**src/rtl/tx_pkg.sv**
```systemverilog
// Shared constants for the transmit signal generator: LFSR seeds and taps, carrier sign table, FSM encoding.
// The GUARD state exists only when TX_GUARD_EN is defined.
package tx_pkg;

    localparam int LFSR_W      = 10;
    localparam int LFSR_TAP_HI = 9;
    localparam int LFSR_TAP_LO = 6;

    // SEED[k] = {k, 6'b000001}; bit 0 is always set, so no seed is zero.
    localparam logic [LFSR_W-1:0] SEED [16] = '{
        10'h001, 10'h041, 10'h081, 10'h0C1, 10'h101, 10'h141, 10'h181, 10'h1C1,
        10'h201, 10'h241, 10'h281, 10'h2C1, 10'h301, 10'h341, 10'h381, 10'h3C1
    };

    typedef enum logic [1:0] {
        SGN_ZERO = 2'd0,
        SGN_POS  = 2'd1,
        SGN_NEG  = 2'd2
    } carrier_sign_e;

    localparam carrier_sign_e CARRIER_SIGN [4] = '{SGN_ZERO, SGN_POS, SGN_ZERO, SGN_NEG};

    typedef enum logic [1:0] {
        S_IDLE  = 2'd0,
        S_RUN   = 2'd1,
`ifdef TX_GUARD_EN
        S_GUARD = 2'd2,
`endif
        S_DONE  = 2'd3
    } tx_state_e;

    function automatic logic signed [15:0] bpsk_sample(
        input logic [1:0]          phase,
        input logic                chip,
        input logic signed [15:0]  amp
    );
        logic signed [15:0] v;
        v = 16'sd0;
        case (CARRIER_SIGN[phase])
            SGN_POS: v = chip ? amp : -amp;
            SGN_NEG: v = chip ? -amp : amp;
            default: v = 16'sd0;
        endcase
        return v;
    endfunction

endpackage

```
**src/rtl/tx_prbs_lfsr.sv**
```systemverilog
// 10-bit Fibonacci PRBS generator (x^10 + x^7 + 1) with seed load and single-step advance.
module tx_prbs_lfsr
    import tx_pkg::*;
(
    input  logic              i_clk,
    input  logic              i_rst_n,
    input  logic              i_clr,
    input  logic              i_load,
    input  logic [LFSR_W-1:0] i_seed,
    input  logic              i_adv,
    output logic              o_chip
);

    logic [LFSR_W-1:0] r_lfsr;

    // Shift register: clear has priority over load, load over advance.
    always_ff @(posedge i_clk or negedge i_rst_n) begin
        if (!i_rst_n) begin
            r_lfsr <= {LFSR_W{1'b0}};
        end else if (i_clr) begin
            r_lfsr <= {LFSR_W{1'b0}};
        end else if (i_load) begin
            r_lfsr <= i_seed;
        end else if (i_adv) begin
            r_lfsr <= {r_lfsr[LFSR_W-2:0], r_lfsr[LFSR_TAP_HI] ^ r_lfsr[LFSR_TAP_LO]};
        end else begin
            r_lfsr <= r_lfsr;
        end
    end

    assign o_chip = r_lfsr[0];

endmodule

```
**src/rtl/tx_signal_generator.sv**
```systemverilog
// BPSK PRBS transmit generator: fs/4 carrier modulated by one of 16 seeded sequences, one sample per SAMPLE_DIV clocks.
// Optional trailing zero guard samples are built in when TX_GUARD_EN is defined.
module tx_signal_generator
    import tx_pkg::*;
#(
    parameter int SAMPLE_DIV       = 128,
    parameter int SAMPLES_PER_CHIP = 8,
    parameter int CHIP_LEN         = 1023,
    parameter int AMP              = 16384,
    parameter int GUARD_SAMPLES    = 64
) (
    input  logic        ctx_clk,
    input  logic        rtx_rst,
    input  logic        etx_en,
    input  logic        istart,
    input  logic [3:0]  iseq_sel,
    output logic [15:0] otx_sample,
    output logic        otx_sample_valid,
    output logic        otx_signal_trigg,
    output logic        otx_busy,
    output logic        otx_done,
    output logic [3:0]  otx_seq
);

    localparam int DIV_W  = (SAMPLE_DIV > 2) ? $clog2(SAMPLE_DIV) : 1;
    localparam int SPC_W  = $clog2(SAMPLES_PER_CHIP);
    localparam int CHIP_W = (CHIP_LEN > 1) ? $clog2(CHIP_LEN) : 1;
    localparam logic signed [15:0] AMP16 = 16'(AMP);

    tx_state_e              r_state, w_state_nx;
    logic [DIV_W-1:0]       r_div, w_div_nx;
    logic [1:0]             r_phase, w_phase_nx;
    logic [SPC_W-1:0]       r_spc, w_spc_nx;
    logic [CHIP_W-1:0]      r_chip, w_chip_nx;
    logic                   r_last, w_last_nx;
    logic signed [15:0]     r_sample, w_sample_nx;
    logic                   r_valid, w_valid_nx;
    logic                   r_trigg, w_trigg_nx;
    logic                   r_busy, w_busy_nx;
    logic                   r_done, w_done_nx;
    logic [3:0]             r_seq, w_seq_nx;
    logic                   w_accept, w_adv, w_slot, w_lfsr_chip;
`ifdef TX_GUARD_EN
    localparam int GUARD_W = (GUARD_SAMPLES < 1) ? 1 : $clog2(GUARD_SAMPLES + 1);
    logic [GUARD_W-1:0]     r_guard, w_guard_nx;
`endif

    tx_prbs_lfsr u_prbs (
        .i_clk   (ctx_clk),
        .i_rst_n (rtx_rst),
        .i_clr   (~etx_en),
        .i_load  (w_accept),
        .i_seed  (SEED[iseq_sel]),
        .i_adv   (w_adv),
        .o_chip  (w_lfsr_chip)
    );

    // Next-state and next-output logic; disable forces everything back to the reset picture.
    always_comb begin
        w_state_nx  = r_state;
        w_div_nx    = r_div;
        w_phase_nx  = r_phase;
        w_spc_nx    = r_spc;
        w_chip_nx   = r_chip;
        w_last_nx   = r_last;
`ifdef TX_GUARD_EN
        w_guard_nx  = r_guard;
`endif
        w_sample_nx = r_sample;
        w_valid_nx  = 1'b0;
        w_trigg_nx  = 1'b0;
        w_busy_nx   = r_busy;
        w_done_nx   = 1'b0;
        w_seq_nx    = r_seq;
        w_accept    = 1'b0;
        w_adv       = 1'b0;
        w_slot      = (r_div == DIV_W'(SAMPLE_DIV - 1));

        if (!etx_en) begin
            w_state_nx  = S_IDLE;
            w_div_nx    = {DIV_W{1'b0}};
            w_phase_nx  = 2'd0;
            w_spc_nx    = {SPC_W{1'b0}};
            w_chip_nx   = {CHIP_W{1'b0}};
            w_last_nx   = 1'b0;
`ifdef TX_GUARD_EN
            w_guard_nx  = {GUARD_W{1'b0}};
`endif
            w_sample_nx = 16'sd0;
            w_busy_nx   = 1'b0;
            w_seq_nx    = 4'd0;
        end else begin
            case (r_state)
                S_IDLE: begin
                    w_sample_nx = 16'sd0;
                    if (istart) begin
                        // The first sample leaves on the acceptance edge, so the seed's chip is used directly.
                        w_accept    = 1'b1;
                        w_state_nx  = S_RUN;
                        w_seq_nx    = iseq_sel;
                        w_div_nx    = {DIV_W{1'b0}};
                        w_phase_nx  = 2'd1;
                        w_spc_nx    = SPC_W'(1);
                        w_chip_nx   = {CHIP_W{1'b0}};
                        w_last_nx   = 1'b0;
                        w_sample_nx = bpsk_sample(2'd0, SEED[iseq_sel][0], AMP16);
                        w_valid_nx  = 1'b1;
                        w_trigg_nx  = 1'b1;
                        w_busy_nx   = 1'b1;
                    end else begin
                        w_busy_nx   = 1'b0;
                    end
                end
                S_RUN: begin
                    if (!w_slot) begin
                        w_div_nx = r_div + DIV_W'(1);
                    end else if (!r_last) begin
                        w_div_nx    = {DIV_W{1'b0}};
                        w_valid_nx  = 1'b1;
                        w_sample_nx = bpsk_sample(r_phase, w_lfsr_chip, AMP16);
                        w_phase_nx  = r_phase + 2'd1;
                        if (r_spc == SPC_W'(SAMPLES_PER_CHIP - 1)) begin
                            w_spc_nx = {SPC_W{1'b0}};
                            w_adv    = 1'b1;
                            if (r_chip == CHIP_W'(CHIP_LEN - 1)) begin
                                w_chip_nx = {CHIP_W{1'b0}};
                                w_last_nx = 1'b1;
                            end else begin
                                w_chip_nx = r_chip + CHIP_W'(1);
                            end
                        end else begin
                            w_spc_nx = r_spc + SPC_W'(1);
                        end
                    end else begin
                        w_div_nx = {DIV_W{1'b0}};
`ifdef TX_GUARD_EN
                        if (GUARD_SAMPLES > 0) begin
                            w_state_nx  = S_GUARD;
                            w_valid_nx  = 1'b1;
                            w_sample_nx = 16'sd0;
                            w_guard_nx  = GUARD_W'(1);
                        end else begin
                            w_state_nx  = S_DONE;
                            w_done_nx   = 1'b1;
                            w_busy_nx   = 1'b0;
                            w_sample_nx = 16'sd0;
                        end
`else
                        w_state_nx  = S_DONE;
                        w_done_nx   = 1'b1;
                        w_busy_nx   = 1'b0;
                        w_sample_nx = 16'sd0;
`endif
                    end
                end
`ifdef TX_GUARD_EN
                S_GUARD: begin
                    if (!w_slot) begin
                        w_div_nx = r_div + DIV_W'(1);
                    end else if (r_guard == GUARD_W'(GUARD_SAMPLES)) begin
                        w_div_nx    = {DIV_W{1'b0}};
                        w_state_nx  = S_DONE;
                        w_done_nx   = 1'b1;
                        w_busy_nx   = 1'b0;
                        w_sample_nx = 16'sd0;
                    end else begin
                        w_div_nx    = {DIV_W{1'b0}};
                        w_valid_nx  = 1'b1;
                        w_sample_nx = 16'sd0;
                        w_guard_nx  = r_guard + GUARD_W'(1);
                    end
                end
`endif
                S_DONE: begin
                    w_state_nx  = S_IDLE;
                    w_sample_nx = 16'sd0;
                    w_busy_nx   = 1'b0;
                end
                default: begin
                    w_state_nx  = S_IDLE;
                    w_sample_nx = 16'sd0;
                    w_busy_nx   = 1'b0;
                end
            endcase
        end
    end

    // State, counter and output registers.
    always_ff @(posedge ctx_clk or negedge rtx_rst) begin
        if (!rtx_rst) begin
            r_state  <= S_IDLE;
            r_div    <= {DIV_W{1'b0}};
            r_phase  <= 2'd0;
            r_spc    <= {SPC_W{1'b0}};
            r_chip   <= {CHIP_W{1'b0}};
            r_last   <= 1'b0;
`ifdef TX_GUARD_EN
            r_guard  <= {GUARD_W{1'b0}};
`endif
            r_sample <= 16'sd0;
            r_valid  <= 1'b0;
            r_trigg  <= 1'b0;
            r_busy   <= 1'b0;
            r_done   <= 1'b0;
            r_seq    <= 4'd0;
        end else begin
            r_state  <= w_state_nx;
            r_div    <= w_div_nx;
            r_phase  <= w_phase_nx;
            r_spc    <= w_spc_nx;
            r_chip   <= w_chip_nx;
            r_last   <= w_last_nx;
`ifdef TX_GUARD_EN
            r_guard  <= w_guard_nx;
`endif
            r_sample <= w_sample_nx;
            r_valid  <= w_valid_nx;
            r_trigg  <= w_trigg_nx;
            r_busy   <= w_busy_nx;
            r_done   <= w_done_nx;
            r_seq    <= w_seq_nx;
        end
    end

    assign otx_sample       = r_sample;
    assign otx_sample_valid = r_valid;
    assign otx_signal_trigg = r_trigg;
    assign otx_busy         = r_busy;
    assign otx_done         = r_done;
    assign otx_seq          = r_seq;

endmodule

```
**config.mk**
```make
export PLATFORM = sky130hd
export DESIGN_NAME = tx_signal_generator
export DESIGN_NICKNAME = d
export VERILOG_FILES = /design/src/rtl/tx_pkg.sv /design/src/rtl/tx_prbs_lfsr.sv /design/src/rtl/tx_signal_generator.sv
export SDC_FILE = /design/constraint.sdc
export NUM_CORES = 1
export LEC_CHECK = 0
export ABC_AREA = 0
export CELL_PAD_IN_SITES_DETAIL_PLACEMENT = 0
export CELL_PAD_IN_SITES_GLOBAL_PLACEMENT = 1
export CORE_ASPECT_RATIO = 1.4
export CORE_MARGIN = 2
export CORE_UTILIZATION = 43
export DETAILED_ROUTE_END_ITERATION = 10
export PLACE_DENSITY_LB_ADDON = 0.1
export SYNTH_ARGS = -nofsm -noshare
export SYNTH_HDL_FRONTEND = slang
export SYNTH_HIERARCHICAL = 1
export SYNTH_SLANG_ARGS = --single-unit
```
**constraint.sdc**
```tcl
create_clock -name ctx_clk -period 2.2 [get_ports ctx_clk]
set_input_delay 0.55 -clock ctx_clk [delete_from_list [all_inputs] [get_ports ctx_clk]]
set_output_delay 0.55 -clock ctx_clk [all_outputs]
set_load 0.01 [all_outputs]
```
==> impl_metrics.yaml, run 1 <==
outcome:
  outcome: "finished, final reports clean"
cts:
  numCtsBuffers: 5
  cts.path.max_buffers: 2
  clk_latency_ns: 0.30
  cts_max_level: 2
  post_cts_buffers: 0
  clkSlewWorstSetupHoldPaths_ns: 0.08
  cts_num_sinks: 45
  cts_tree: "yes"
  root_buffer: "clkbuf_8"
floorplan:
  design.core.area_um2: 5490
  die_h_um: 93.0
  chipWidth_um: 67.6
  die_area_um2: 6290
  start_util: 0.444
  rows: 32
  pin_count: 32
job:
  drv_cap: 0
timing:
  fin_skew_ns: 0.00678
  fin_crit_sh: 0.923
  whs_ns: 0.212
  final_max_slew_viol_count: 0
  fmax_ghz: 0.492
  finalSetupViolations: 0
  hold_viol: 0
  rsz0062_at_grt: "false"
  period_needed_ns: 2.03
global_route:
  overflow: 0
  antenna_found_initial: 0
  first_global_vias: 1789
  grt_start_max_net_pins: 46
  grt_usage: 0.191
  grt_pass1_wl_um: 8960
synth:
  yosys_warnings: 6
  syn_avg_cell_area_um2: 10.4
  synth_flop_cell: "dfrtp_1"
  synth_seq_area_share: 0.463
  synth_edf_count: 0
  syn-cell-area_um2: 2430
  async_reset_ff_frac: 1.00
  yosys.cell_types.count: 52
  ys_ff_latch: 45
  syn_inst: 233
placed_design:
  placed_cell_area_um2: 2730
  io_buffers: 17
  dp_hpwl_um: 3770
  place_congestion: 0.807
routing:
  antenna_left: 0
  drt_iter0_drc: 119
  post_drt_wl_per_cell_um: 15.9
  dr.pass1.iters: 4
  routed_wl_um: 5320
  viasPerCell: 5.48
  vias: 1835
  post-route-drc-count: 0
critical_path:
  rr_endpoint: "u_prbs/r_lfsr[0]"
  path_max_fanout: 6
  critPathKind: "reg2reg"
  ff2ff_setup_slack_ns: 0.17
  max_stage_delay_ns: 0.39
  worst-path-buf-inv: 1
  critPathTopFamily: "simple AND/OR/NAND/NOR gates"
  crit_arrival_ns: 2.21
  rr_worst_depth: 7
  crit_slowest_cell: "dfrtp_1"
  path_cells: "ha_1 > and4_1 > nand3_1 > nor4_4 > buf_4 > nor4b_1 > a311o_1"
  reg2reg_from: "r_div[0]"
  startpoint_type: "register"
  endpoint_kind: "register"
  cp_data_required_time_ns: 2.37
power:
  peakVddDrop_v: 0.000278
  combPwrFrac: 0.123
  clkPwrFrac: 0.310
  cellPowerDensity_nw_per_um2: 549
  leakagePower_nw: 1.27
  p_seq_frac: 0.567
  p_sw_frac: 0.259
  p_sw_w: 0.000401
  p_int_w: 0.00115
final_layout:
  layout-drive-gt1-share: 0.120
  nFillCells: 510
  nets: 283
  antenna_cells: 0
  seq_area_um2: 1130
  final_area_um2: 2820
  syn2layout_area_growth_pct: 15.8
  multi_input_area_um2: 1200
hold_path:
  hp-class: "in2async"
## cells in the mapped netlist (all sizes together), types with 3 or more instances
master	number	area, um2
and3b	3	26.3
a221o	6	60.1
o21ai	12	60.1
ha	7	87.6
inv	6	22.5
mux2i	10	100
and3	8	50.1
nand2	10	37.5
buf	21	158
nor3	3	15.0
nand4	4	25.0
dfrtp	45	1130
a211oi	10	75.1
or2	3	18.8
nor2b	10	62.6
nand3	10	50.1
a22o	8	70.1
nor2	13	48.8
a21oi	6	30.0
## worst max path at each step
stage	startpoint	to	slack, ns	cells after the start
after floorplan	r_div[0]	u_prbs/r_lfsr[1]	0.29	7
after global placement	etx_en	r_chip[9]	0.01	6
after detailed placement	etx_en	r_chip[2]	-0.007	6
after CTS	r_div[0]	u_prbs/r_lfsr[0]	0.16	7
after global routing	r_div[0]	u_prbs/r_lfsr[0]	0.04	7
final	r_div[0]	u_prbs/r_lfsr[0]	0.17	7
## power by group through the flow
stage | Combinational (W) | Sequential, W | Clock, W
finish | 0.000190 | 0.000878 | 0.000479
global route | 0.000213 | 0.000883 | 0.000540
CTS | 0.000192 | 0.000878 | 0.000499
detailed placement | 0.000192 | 0.000894 | 0
global placement | 0.000191 | 0.000894 | 0
floorplan | 0.000118 | 0.000892 | 0
## registers in the layout, summed over array words and instances, names as in the netlist
| name | count |
|---|---|
| u_prbs/r_lfsr | 10 |
| otx_busy | 1 |
| r_spc | 3 |
| otx_done | 1 |
| r_state | 2 |
| otx_signal_trigg | 1 |
| r_div | 7 |
| otx_sample_valid | 1 |
| otx_seq | 4 |
| r_chip | 10 |
| r_last | 1 |
| otx_sample | 2 |
| r_phase | 2 |
## logic make-up after synthesis
| kind of cell | Yosys count | synth area share |
|---|---|---|
| compound gates | 57 | 0.180 |
| xor+xnor | 3 | 0.0108 |
| fa+ha+maj | 7 | 0.0360 |
| buf+inv | 29 | 0.0771 |
| flops | 45 | 0.463 |
| mux | 11 | 0.0458 |
| other cells | 2 | 0.00309 |
| simple gates | 79 | 0.185 |
## final cells by class
cell class / instances / area share
timing repair buffer: 33 / 0.109
multi-input combinational: 177 / 0.427
inverter: 6 / 0.00799
clock buffer: 5 / 0.0244
tap: 68 / 0.0302
sequential: 45 / 0.400
clock inverter: 1 / 0.00178
## repair_timing
item / in CTS / in global routing
hold buffers: 0 / 0
resized for setup: 0 / 3
endpoints found under the setup margin: 0 / 5
## metal layers
metal	up-vias	GRT usage	part of all wire	wire length [um]
li1	893	-	-	-
met1	890	0.248	0.44	2320
met2	36	0.293	0.50	2650
met3	16	0.0337	0.026	139
met4	0	0.107	0.039	208
met5	-	0	0	0
## placed cells by master (no fill, tap or decap), drive strengths merged, types with 2 or more instances in the layout
cell            n
mux2i          10
a211oi         10
nand3          10
o21a            2
nor2b          10
nor3            3
nor2           13
nor4            2
ha              7
o2bb2ai         2
and3            8
nand2          10
nand2b          2
a221o           6
inv             6
conb           20
and4            2
clkdlybuf4s50  16
and2            2
o211ai          2
o21ai          12
nand3b          2
nand4           4
and3b           3
a22o            8
a21oi           6
xnor2           2
dfrtp          45
or2             3
clkbuf          5
buf            17
## stage by stage
step | util | setup slack (ns) | power, W | setup TNS [ns] | std cells
after detailed placement | 0.498 | -0.00707 | 0.00109 | -0.00845 | 328
after floorplan | - | 0.291 | 0.00101 | 0 | 251
after global routing | 0.514 | 0.0441 | 0.00164 | 0 | 335
after CTS | 0.511 | 0.162 | 0.00157 | 0 | 334
final | 0.514 | 0.169 | 0.00155 | 0 | 335
after global placement | 0.498 | 0.0142 | 0.00108 | 0 | 328
## worst reg2reg max path: stages (launching register included)
cell and delay, ns:
dfrtp_1 0.39, ha_1 0.25, and4_1 0.26, nand3_1 0.17
nor4_4 0.22, buf_4 0.22, nor4b_1 0.07, a311o_1 0.33
No activity file was read; power rests on OpenSTA's default activity.
==> run 2, diff against run 1 <==
--- a/config.mk
+++ b/config.mk
@@ -8,10 +8,11 @@
 export ABC_AREA = 0
 export CELL_PAD_IN_SITES_DETAIL_PLACEMENT = 0
 export CELL_PAD_IN_SITES_GLOBAL_PLACEMENT = 1
-export CORE_ASPECT_RATIO = 1.4
+export CORE_ASPECT_RATIO = 0.9
 export CORE_MARGIN = 2
 export CORE_UTILIZATION = 43
 export DETAILED_ROUTE_END_ITERATION = 10
+export MAX_ROUTING_LAYER = met4
 export PLACE_DENSITY_LB_ADDON = 0.1
 export SYNTH_ARGS = -nofsm -noshare
 export SYNTH_HDL_FRONTEND = slang
==> run 2 against run 1 <==
  * Non-clock buffer count rose by 1
  * Die area shrank 0.12%
  * Largest power group unchanged
  * Worst hold slack better by 0.0032 ns
  * Clock power grew 18%
  * Critical path type unchanged
  * Combinational power barely moved
  * Highest routed layer unchanged
==> impl_metrics.yaml, run 2 (synthesized netlist as in run 1, its figures left out) <==
outcome:
  outcome: "finished, final reports clean"
timing:
  period_needed_ns: 2.07
  rsz0062_at_grt: "false"
  fin_setup_tns_ns: 0
  worstMarginPinSlew_ns: 0.515
  relSlewSlack: 0.657
  final_max_slew_viol_count: 0
  fin_skew_ns: 0.00373
  fin_ws_ns: 0.131
  fin_crit_sh: 0.941
  fmax_ghz: 0.483
  finalSetupViolations: 0
  hold_viol: 0
  whs_ns: 0.215
cts:
  postCtsResizedCells: 0
  clkSlewWorstSetupHoldPaths_ns: 0.08
  cts.path.max_buffers: 2
  post_cts_buffers: 0
  postCtsHoldBufs: 0
  cts_num_sinks: 45
  cts_tree: "yes"
  cts_max_level: 2
  numCtsBuffers: 5
  root_buffer: "clkbuf_8"
  clk_latency_ns: 0.30
power:
  p_int_w: 0.00122
  combPwrFrac: 0.115
  p_sw_frac: 0.250
  p_seq_frac: 0.539
  leakagePower_nw: 1.28
  clkPwrFrac: 0.346
  p_sw_w: 0.000407
  cellPowerDensity_nw_per_um2: 575
  peakVddDrop_v: 0.000338
routing:
  antenna_left: 0
  vias: 1780
  routed_wl_um: 4850
  post_drt_wl_per_cell_um: 14.4
  drt_iter0_drc: 96
  post-route-drc-count: 0
  viasPerCell: 5.28
  dr.pass1.iters: 4
global_route:
  first_global_vias: 1739
  antenna_found_initial: 0
  grt_pass1_wl_um: 8380
  overflow: 0
  grt_start_max_net_pins: 25
  grt_usage: 0.175
final_layout:
  top_regs: "r_chip (10), u_prbs/r_lfsr (10), r_div (7)"
  final_common_cell: "dfrtp_1"
  antenna_cells: 0
  layout-drive-gt1-share: 0.130
  syn2layout_area_growth_pct: 16.4
  final_area_um2: 2830
  nets: 284
  layout_common_cells: "45 x dfrtp_1, 20 x conb_1, 16 x clkdlybuf4s50_1, 16 x buf_4, 13 x nor2_1"
  final_cells: 337
critical_path:
  critPathKind: "reg2reg"
  path_max_fanout: 11
  crit_arrival_ns: 2.25
  endpoint_kind: "register"
  cp_data_required_time_ns: 2.39
  startpoint_type: "register"
hold_path:
  hp-class: "in2async"
floorplan:
  start_util: 0.455
  pin_count: 32
  design.core.area_um2: 5350
  chipWidth_um: 83.3
  die_h_um: 75.4
  rows: 25
  die_area_um2: 6280
placed_design:
  placed_cell_area_um2: 2730
  placed_cells: 329
  pre_cts_ws_ns: -0.0296
  place_congestion: 0.768
  dp_hpwl_um: 3540
  io_buffers: 17
job:
  drv_cap: 0
[run 2: area by class of cell]
cell class / count / area (um2)
fill: 460 / 2520
multi-input combinational: 177 / 1190
sequential: 45 / 1130
timing repair buffer: 34 / 305
clock buffer: 7 / 96.3
tap: 67 / 83.8
inverter: 6 / 22.5
clock inverter: 1 / 5.00
[run 2: metal layers]
metal	vias up	share of wire	GRT usage	wire, um
met4	0	0.0091	0.0492	44
met3	4	0.026	0.0368	125
li1	893	-	-	-
met5	-	0	-	0
met1	863	0.52	0.246	2520
met2	20	0.44	0.258	2150
[run 2: path summary, 6_finish.rpt]
path                          start               end  slack [ns]  cells past startpoint
max reg2reg                r_div[0]  u_prbs/r_lfsr[0]        0.13                      7
min                         rtx_rst  u_prbs/r_lfsr[5]        0.22                      1
max in group asynchronous   rtx_rst          r_div[6]        1.48                      2
min reg2reg                r_spc[1]          r_spc[1]        0.50                      1
min in group ctx_clk       r_spc[1]          r_spc[1]        0.50                      1
max                        r_div[0]  u_prbs/r_lfsr[0]        0.13                      7
[run 2: worst max-delay path: stages (launching register included)]
cell,delay (ns)
dfrtp_1,0.40
ha_1,0.24
and4_1,0.26
nand3_1,0.14
nor4_2,0.27
buf_4,0.26
nor4b_1,0.07
a311o_1,0.31
[run 2: stage by stage]
| stage | util | power, W |
|---|---|---|
| after global routing | 0.530 | 0.00171 |
| after floorplan | - | 0.00101 |
| after detailed placement | 0.511 | 0.00108 |
| final | 0.530 | 0.00163 |
| after global placement | 0.511 | 0.00108 |
| after CTS | 0.530 | 0.00166 |
[run 2: power by group through the flow]
stage	logic, W	clock network (W)	registers (W)
2_1_floorplan	0.000118	0	0.000892
3_3_place_gp	0.000190	0	0.000893
3_5_place_dp	0.000189	0	0.000894
4_1_cts	0.000190	0.000590	0.000878
5_1_grt	0.000212	0.000619	0.000883
6_report	0.000187	0.000564	0.000877
